==> config.mk <==
export PLATFORM = sky130hd
export DESIGN_NAME = vx_fpu_commit_packer
export DESIGN_NICKNAME = d
export VERILOG_FILES = /design/src/rtl/VX_fpu_pkg.sv /design/src/rtl/vx_fpu_commit_packer.sv
export SDC_FILE = /design/constraint.sdc
export NUM_CORES = 1
export LEC_CHECK = 0
export ABC_AREA = 1
export CAP_MARGIN = 0
export CORE_AREA = 2 2 224 226
export CTS_BUF_LIST = sky130_fd_sc_hd__clkbuf_8
export DETAILED_ROUTE_END_ITERATION = 7
export DIE_AREA = 0 0 226 228
export PLACE_DENSITY_LB_ADDON = 0.12
export SLEW_MARGIN = 20
export SYNTH_ARGS = -nofsm -noshare
export SYNTH_HDL_FRONTEND = slang
export SYNTH_SLANG_ARGS = --single-unit
==> constraint.sdc <==
create_clock -name clk -period 11.66 [get_ports clk]
set_input_delay 2.332 -clock clk [delete_from_list [all_inputs] [get_ports clk]]
set_output_delay 2.332 -clock clk [all_outputs]
set_load 0.01 [all_outputs]
==> src/rtl/VX_fpu_pkg.sv <==
// Shared types and sizing helpers for the FPU commit packer.
package VX_fpu_pkg;

  typedef enum logic [1:0] {
    IDLE  = 2'd0,
    ACCUM = 2'd1,
    FULL  = 2'd2
  } packer_state_t;

  function automatic int calc_num_pkts(input int threads, input int lanes);
    return threads / lanes;
  endfunction

  // A single-slice warp needs no pid bits at all.
  function automatic int calc_pid_bits(input int pkts);
    return (pkts > 1) ? $clog2(pkts) : 0;
  endfunction

endpackage

==> src/rtl/vx_fpu_commit_packer.sv <==
// Packs NUM_LANES-wide FPU commit slices into one NUM_THREADS-wide warp commit.
// Optional FPU_PACKER_PERF_EN adds perf_commits / perf_stalls counters.
module vx_fpu_commit_packer
  import VX_fpu_pkg::*;
#(
  parameter int NUM_THREADS = 8,
  parameter int NUM_LANES   = 4,
  parameter int XLEN        = 32,
  parameter int UUID_WIDTH  = 44,
  parameter int NW_WIDTH    = 2,
  parameter int NR_BITS     = 6,
  localparam int NUM_PKTS   = calc_num_pkts(NUM_THREADS, NUM_LANES),
  localparam int PID_BITS   = calc_pid_bits(NUM_PKTS),
  localparam int PID_WIDTH  = (PID_BITS > 0) ? PID_BITS : 1
) (
  input  logic                        clk,
  input  logic                        reset,
  input  logic                        in_valid,
  output logic                        in_ready,
  input  logic [UUID_WIDTH-1:0]       in_uuid,
  input  logic [NW_WIDTH-1:0]         in_wid,
  input  logic [XLEN-1:0]             in_PC,
  input  logic [NR_BITS-1:0]          in_rd,
  input  logic [NUM_LANES-1:0]        in_tmask,
  input  logic [NUM_LANES*XLEN-1:0]   in_data,
  input  logic [PID_WIDTH-1:0]        in_pid,
  input  logic                        in_sop,
  input  logic                        in_eop,
  output logic                        out_valid,
  input  logic                        out_ready,
  output logic [UUID_WIDTH-1:0]       out_uuid,
  output logic [NW_WIDTH-1:0]         out_wid,
  output logic [XLEN-1:0]             out_PC,
  output logic [NR_BITS-1:0]          out_rd,
  output logic [NUM_THREADS-1:0]      out_tmask,
  output logic [NUM_THREADS*XLEN-1:0] out_data
`ifdef FPU_PACKER_PERF_EN
  ,
  output logic [63:0]                 perf_commits,
  output logic [63:0]                 perf_stalls
`endif
);

  packer_state_t         r_state;
  logic [UUID_WIDTH-1:0] r_uuid;
  logic [NW_WIDTH-1:0]   r_wid;
  logic [XLEN-1:0]       r_PC;
  logic [NR_BITS-1:0]    r_rd;

  logic w_in_fire;
  logic w_out_fire;
  logic w_sop;
  logic w_last;

  // Reset masks the handshakes so nothing fires on the reset cycle.
  assign in_ready   = !reset && ((r_state != FULL) || out_ready);
  assign out_valid  = !reset && (r_state == FULL);
  assign w_in_fire  = in_valid && in_ready;
  assign w_out_fire = out_valid && out_ready;

  // Outside ACCUM every accepted slice opens a new instruction, whether or not it carries sop.
  assign w_sop  = in_sop || (r_state != ACCUM);
  assign w_last = in_eop || (NUM_PKTS == 1);

  // Per-slot write / clear decode and slice storage.
  for (genvar p = 0; p < NUM_PKTS; p++) begin : g_slot
    logic                      w_hit;
    logic                      w_we;
    logic                      w_clr;
    logic [NUM_LANES-1:0]      r_tmask;
    logic [NUM_LANES*XLEN-1:0] r_data;

    if (NUM_PKTS == 1) begin : g_single
      assign w_hit = 1'b1;
    end else begin : g_multi
      assign w_hit = (in_pid == PID_WIDTH'(p));
    end

    assign w_we  = w_in_fire && w_hit;
    assign w_clr = w_in_fire && w_sop && !w_hit;

    always_ff @(posedge clk) begin
      if (reset) begin
        r_tmask <= '0;
      end else if (w_we) begin
        r_tmask <= in_tmask;
      end else if (w_clr) begin
        r_tmask <= '0;
      end
    end

    always_ff @(posedge clk) begin
      if (w_we) begin
        r_data <= in_data;
      end else if (w_clr) begin
        r_data <= '0;
      end
    end

    assign out_tmask[p*NUM_LANES +: NUM_LANES]           = r_tmask;
    assign out_data[p*NUM_LANES*XLEN +: NUM_LANES*XLEN] = r_data;
  end

  always_ff @(posedge clk) begin
    if (w_in_fire && w_sop) begin
      r_uuid <= in_uuid;
      r_wid  <= in_wid;
      r_PC   <= in_PC;
      r_rd   <= in_rd;
    end
  end

  assign out_uuid = r_uuid;
  assign out_wid  = r_wid;
  assign out_PC   = r_PC;
  assign out_rd   = r_rd;

  // An incoming slice takes priority: when it coincides with a drain it decides the next state.
  always_ff @(posedge clk) begin
    if (reset) begin
      r_state <= IDLE;
    end else if (w_in_fire) begin
      r_state <= w_last ? FULL : ACCUM;
    end else if (w_out_fire) begin
      r_state <= IDLE;
    end
  end

`ifdef FPU_PACKER_PERF_EN
  logic [63:0] r_perf_commits;
  logic [63:0] r_perf_stalls;

  always_ff @(posedge clk) begin
    if (reset) begin
      r_perf_commits <= '0;
      r_perf_stalls  <= '0;
    end else begin
      if (w_out_fire) begin
        r_perf_commits <= r_perf_commits + 64'd1;
      end
      if ((r_state == FULL) && !out_ready) begin
        r_perf_stalls <= r_perf_stalls + 64'd1;
      end
    end
  end

  assign perf_commits = r_perf_commits;
  assign perf_stalls  = r_perf_stalls;
`endif

`ifndef SYNTHESIS
  // Upstream protocol violations are reported but recovered from in hardware.
  a_sop_in_accum: assert property (@(posedge clk) disable iff (reset)
    !(w_in_fire && in_sop && (r_state == ACCUM)))
    else $warning("packer: sop while accumulating, partial warp discarded");

  a_nosop_in_idle: assert property (@(posedge clk) disable iff (reset)
    !(w_in_fire && !in_sop && (r_state == IDLE)))
    else $warning("packer: slice without sop while idle, treated as sop");

  a_meta_change: assert property (@(posedge clk) disable iff (reset)
    !(w_in_fire && !in_sop && (r_state == ACCUM) && ((in_wid != r_wid) || (in_uuid != r_uuid))))
    else $warning("packer: wid/uuid changed within one warp");
`endif

endmodule

### Yosys cells after proc, flatten, opt, wreduce, memory -nomap -nowiden

Index checks and enable logic that the tools add are counted.

| operators by class | value |
|---|---|
| eq/ne operators | 3 |
| bitwise gates (word level) | 1 |
| reduce and logical (&&, ||, !) cells | 16 |
| mux-type cells | 11 |

Operators with widths:

| cell | count |
|---|---|
| 128-bit 2-to-1 mux | 4 |
| 4-bit 2-to-1 mux | 4 |
| 1-bit logical AND | 9 |
| 2-bit 2-to-1 mux | 3 |
| 2-bit nonzero test | 3 |
| 2-bit equality test (second input constant) | 1 |
| 1-bit zero test | 2 |
| 1-bit logical OR | 2 |
| 2-bit by 1-bit != test with 1-bit output (second input constant) | 1 |
| 2-bit != test (second input constant) | 1 |
| 1-bit NOT | 1 |

| word-level totals | value |
|---|---|
| bits of input ports | 223 |
| output and inout bits | 350 |
| register bits | 350 |
| logic and storage cells | 40 |

### Depth between registers and ports, before layout

| depth | value |
|---|---|
| depth in word-level cells | 8 |
| mapped depth | 7 |

### Least setup slack after synthesis

OpenSTA, ideal clock, no wires.

| timing | value |
|---|---|
| path kind | input to register |
| start | in in_valid |
| end | reg g_slot[0].r_data[0] (enable) |
| data required time | 11.168 ns |
| slack | 5.520 ns |
| arrival time | 5.648 ns |
| setup time | 0.492 ns |
| stages on the path | 5 |
| cell sequence | clkbuf_2 > nand4_4 > buf_6 > buf_6 > nand2_1 |

| on the way | value |
|---|---|
| cells in the longest elaborated chain, start to end | 4 |

RTL lines:

| element | RTL line | RTL |
|---|---|---|
| start, declared | vx_fpu_commit_packer.sv:18 | `input logic in_valid,` |
| 1-bit logical AND * | vx_fpu_commit_packer.sv:58 | `assign w_in_fire = in_valid && in_ready;` |
| 1-bit logical AND (2 in series) | vx_fpu_commit_packer.sv:80 | `assign w_clr = w_in_fire && w_sop && !w_hit;` |
| 2-bit nonzero test (no source line) * | - |  |
| end signal, assigned | vx_fpu_commit_packer.sv:94 | `r_data <= in_data;` |
| end, declared | vx_fpu_commit_packer.sv:71 | `logic [NUM_LANES*XLEN-1:0] r_data;` |

Mark *: on every way between the ends. The rest lies on a longest branch, timed or not.
A chain may end at the register's enable or synchronous reset.

### Final worst setup path

| timing | value |
|---|---|
| start | in reset |
| end | out in_ready |

| on the way | value |
|---|---|
| cells in the longest elaborated chain, start to end | 2 |

RTL lines:

| element | RTL line | RTL |
|---|---|---|
| start, declared | vx_fpu_commit_packer.sv:17 | `input logic reset,` |
| 1-bit zero test | vx_fpu_commit_packer.sv:56 | `assign in_ready = !reset && ((r_state != FULL) \|\| out_ready);` |
| 1-bit logical AND | vx_fpu_commit_packer.sv:56 |  |
| end, declared | vx_fpu_commit_packer.sv:19 | `output logic in_ready,` |

Every way passes these cells.

==> flow_metrics.tcl <==
set metrics [dict create \
    leakagePower_nw 7.743 \
    synthDistinctLibCells 18 \
    fin_skew_ns 0.009247 \
    swShare 0.2405 \
    drive_gt1_frac 0.06233 \
    hold_buffers 0 \
    fin_tns_setup_ns 0 \
    maxCapViolCount 0 \
    syn_inst 815 \
    comb_power_share 0.114 \
    tritoncts.num_buffers 66 \
    synth_top_area_cell "edfxtp_1" \
    cp.required_ns 9.33 \
    hold_viol_final 0 \
    track_usage 0.1632 \
    vias 8399 \
    layout.nets 1653 \
    avgSynthCellArea_um2 15.18 \
    post-synth-top-area-fraction 0.8253 \
    power.density_nw_per_um2 146.6 \
    drtIter0Drc 371 \
    drt_wl_total_mm 43.13 \
    timing.final.ws_setup_ns 5.405 \
    port_buffers 572 \
    status "complete, no violations" \
    synth_seq_cells 350 \
    crit_type "in2out" \
    power.share.clock 0.382 \
    syn_nets 1038 \
    start_util 0.2507 \
    die_h_um 228 \
    gp_congestion 0.7869 \
    crit_fanout 11 \
    rows 82 \
    ant_nets 0 \
    crit_start "reset" \
    antenna_found_initial 4 \
    min_path_type "reg2reg" \
    worstPathArrival_ns 3.92 \
    grt_max_degree 78 \
    rsz0062_at_grt "false" \
    viasPerCell 3.905 \
    synthTopCellsByArea "edfxtp_1 83%, nor2_1 7.8%, inv_1 4.1%" \
    clock-sinks 350 \
    synth-seq-area-share 0.8415 \
    die_w_um 226 \
    period_share 0.5364 \
    utilization 0.4043 \
    vdd_ir_drop_max_uv 89.43 \
    grt_pass1_vias 8952 \
    p_sw_mw 0.7031 \
    cpPeakStageDelay_ns 0.63 \
    cts_root_buffer "clkbuf_8" \
    io_pins 573 \
    syn_to_final_growth_pct 61.29 \
    drv_slew 0 \
    finalSetupViolations 0 \
    hp-start "g_slot[1].r_tmask[0]" \
    clk_latency_ns 0.61 \
    pre_cts_ws_ns 5.050 \
    power.share.sequential 0.504 \
    fillers 4742 \
    dp_hpwl_mm 30.90 \
    path_clk_slew_ns 0.05 \
    critPathLaunchType "input pin" \
    h-tree-depth 3 \
    max-slew-margin-rel 0.3093 \
    period_needed_ns 6.255 \
    dieArea_um2 51530 \
    drc 0 \
    grt_pass1_wl_mm 60.24 \
    cpMostUsedCell "clkdlybuf4s50_1" \
    yosysWarnings 0 \
    cts_buffer_depth 3 \
    critPathSlowestCell "clkdlybuf4s50_1" \
    wl_per_cell_um 20.05 \
    max_freq_ghz 0.1599 \
    netlist_area_um2 12370 \
    cts_tree "built" \
    rr_startpoint "r_state[0]" \
    post_cts_buffers 0 \
    grt-ovfl-total 0 \
    core-area_um2 49350 \
    path_cells "clkdlybuf4s50_1 -> inv_2 -> nand2_1 -> inv_1 -> clkdlybuf4s50_1" \
    tightest_slew_ns 1.036 \
    cts.repair.resized 0 \
    drt_pass1_iterations 4 \
    p_int_mw 2.221 \
    endpoint_kind "primary output" \
]
[worst max-delay path: cells and delay by family]
kind / cells / cell delay, ns
buffers and inverters: 4 / 1.49
and+or+nand+nor: 1 / 0.10
[area by class of cell]
class / count / area, um^2 / share of cell area
flip-flops and latches: 350 / 10410 / 0.5217
repair buffers: 578 / 5771 / 0.2892
multi-input cells: 296 / 1207 / 0.06051
clock buffers: 69 / 949.7 / 0.04760
well taps: 672 / 840.8 / 0.04214
inverters: 138 / 519.2 / 0.02602
clock inverters: 45 / 247.7 / 0.01242
diodes: 3 / 7.507 / 0.0003762
[kinds of logic (layout without fill, tap and decap cells)]
| group | count (synthesis) | after routing | synth area share |
|---|---|---|---|
| compound gates | 11 | 11 | 0.004450 |
| buf+inv | 169 | 830 | 0.06281 |
| flops | 350 | 350 | 0.8415 |
| other cells | 0 | 3 | 0 |
| simple gates | 285 | 285 | 0.09123 |
[cell usage in the layout, fill, tap and decap left out]
cell	n
nand2_4	1
nor3_1	1
nand3_2	1
a21oi_1	10
clkinv_2	2
clkinvlp_4	4
inv_6	2
nand2_8	1
nand4_1	1
clkbuf_8	69
nand3_1	11
bufinv_16	2
clkdlybuf4s50_1	572
clkinv_1	5
nand2_1	10
buf_4	6
o21ai_0	1
nor2_1	257
dfxtp_1	10
inv_2	2
diode_2	3
edfxtp_1	340
nand4_4	2
inv_1	166
[layer usage]
| metal | wire length (um) | GRT usage | share of wire |
|---|---|---|---|
| met3 | 6408 | 0.1055 | 0.15 |
| met2 | 20550 | 0.2697 | 0.48 |
| met4 | 1107 | 0.06457 | 0.026 |
| met5 | 26 | 0 | 0.00060 |
| met1 | 15040 | 0.1624 | 0.35 |
[state kept, by name, summed over array words and instances (netlist names)]
| signal | cells |
|---|---|
| out_wid | 2 |
| out_uuid | 44 |
| g_slot.r_data | 256 |
| out_rd | 6 |
| out_PC | 32 |
| g_slot.r_tmask | 8 |
| r_state | 2 |
[Yosys cell counts (all sizes together)]
master and number:
dfxtp 10, nand2 12, nor2 257, nor3 1, inv 138, a21oi 10
nand3 12, buf 29, nand4 3, edfxtp 340, o21ai 1, clkbuf 2
[path summary, 6_finish.rpt]
| kind | to | slack (ns) | cells past startpoint |
|---|---|---|---|
| min | g_slot[1].r_tmask[0] | 0.49 | 2 |
| max reg2reg | g_slot[0].r_data[5] | 7.91 | 5 |
| min reg2reg | g_slot[1].r_tmask[0] | 0.49 | 2 |
| max | in_ready | 5.41 | 5 |
[power by group through the flow]
stage	combinational (mW)	clock, mW	sequential [mW]
global route	0.356	1.21	1.48
detailed placement	0.339	0	1.50
finish	0.332	1.12	1.47
CTS	0.341	1.16	1.48
global placement	0.339	0	1.50
floorplan	0.0644	0	1.54
[metrics by stage]
stage	instance area (um^2)	std cells	hold slack, ns	total power, mW
floorplan	12370	815	0.4682	1.607
global placement	18740	2034	0.4795	1.839
detailed placement	18740	2034	0.4874	1.840
CTS	19940	2148	0.4930	2.978
global route	19950	2148	0.5214	3.045
finish	19950	2151	0.4909	2.924
Power figures use the tool's default switching activity.
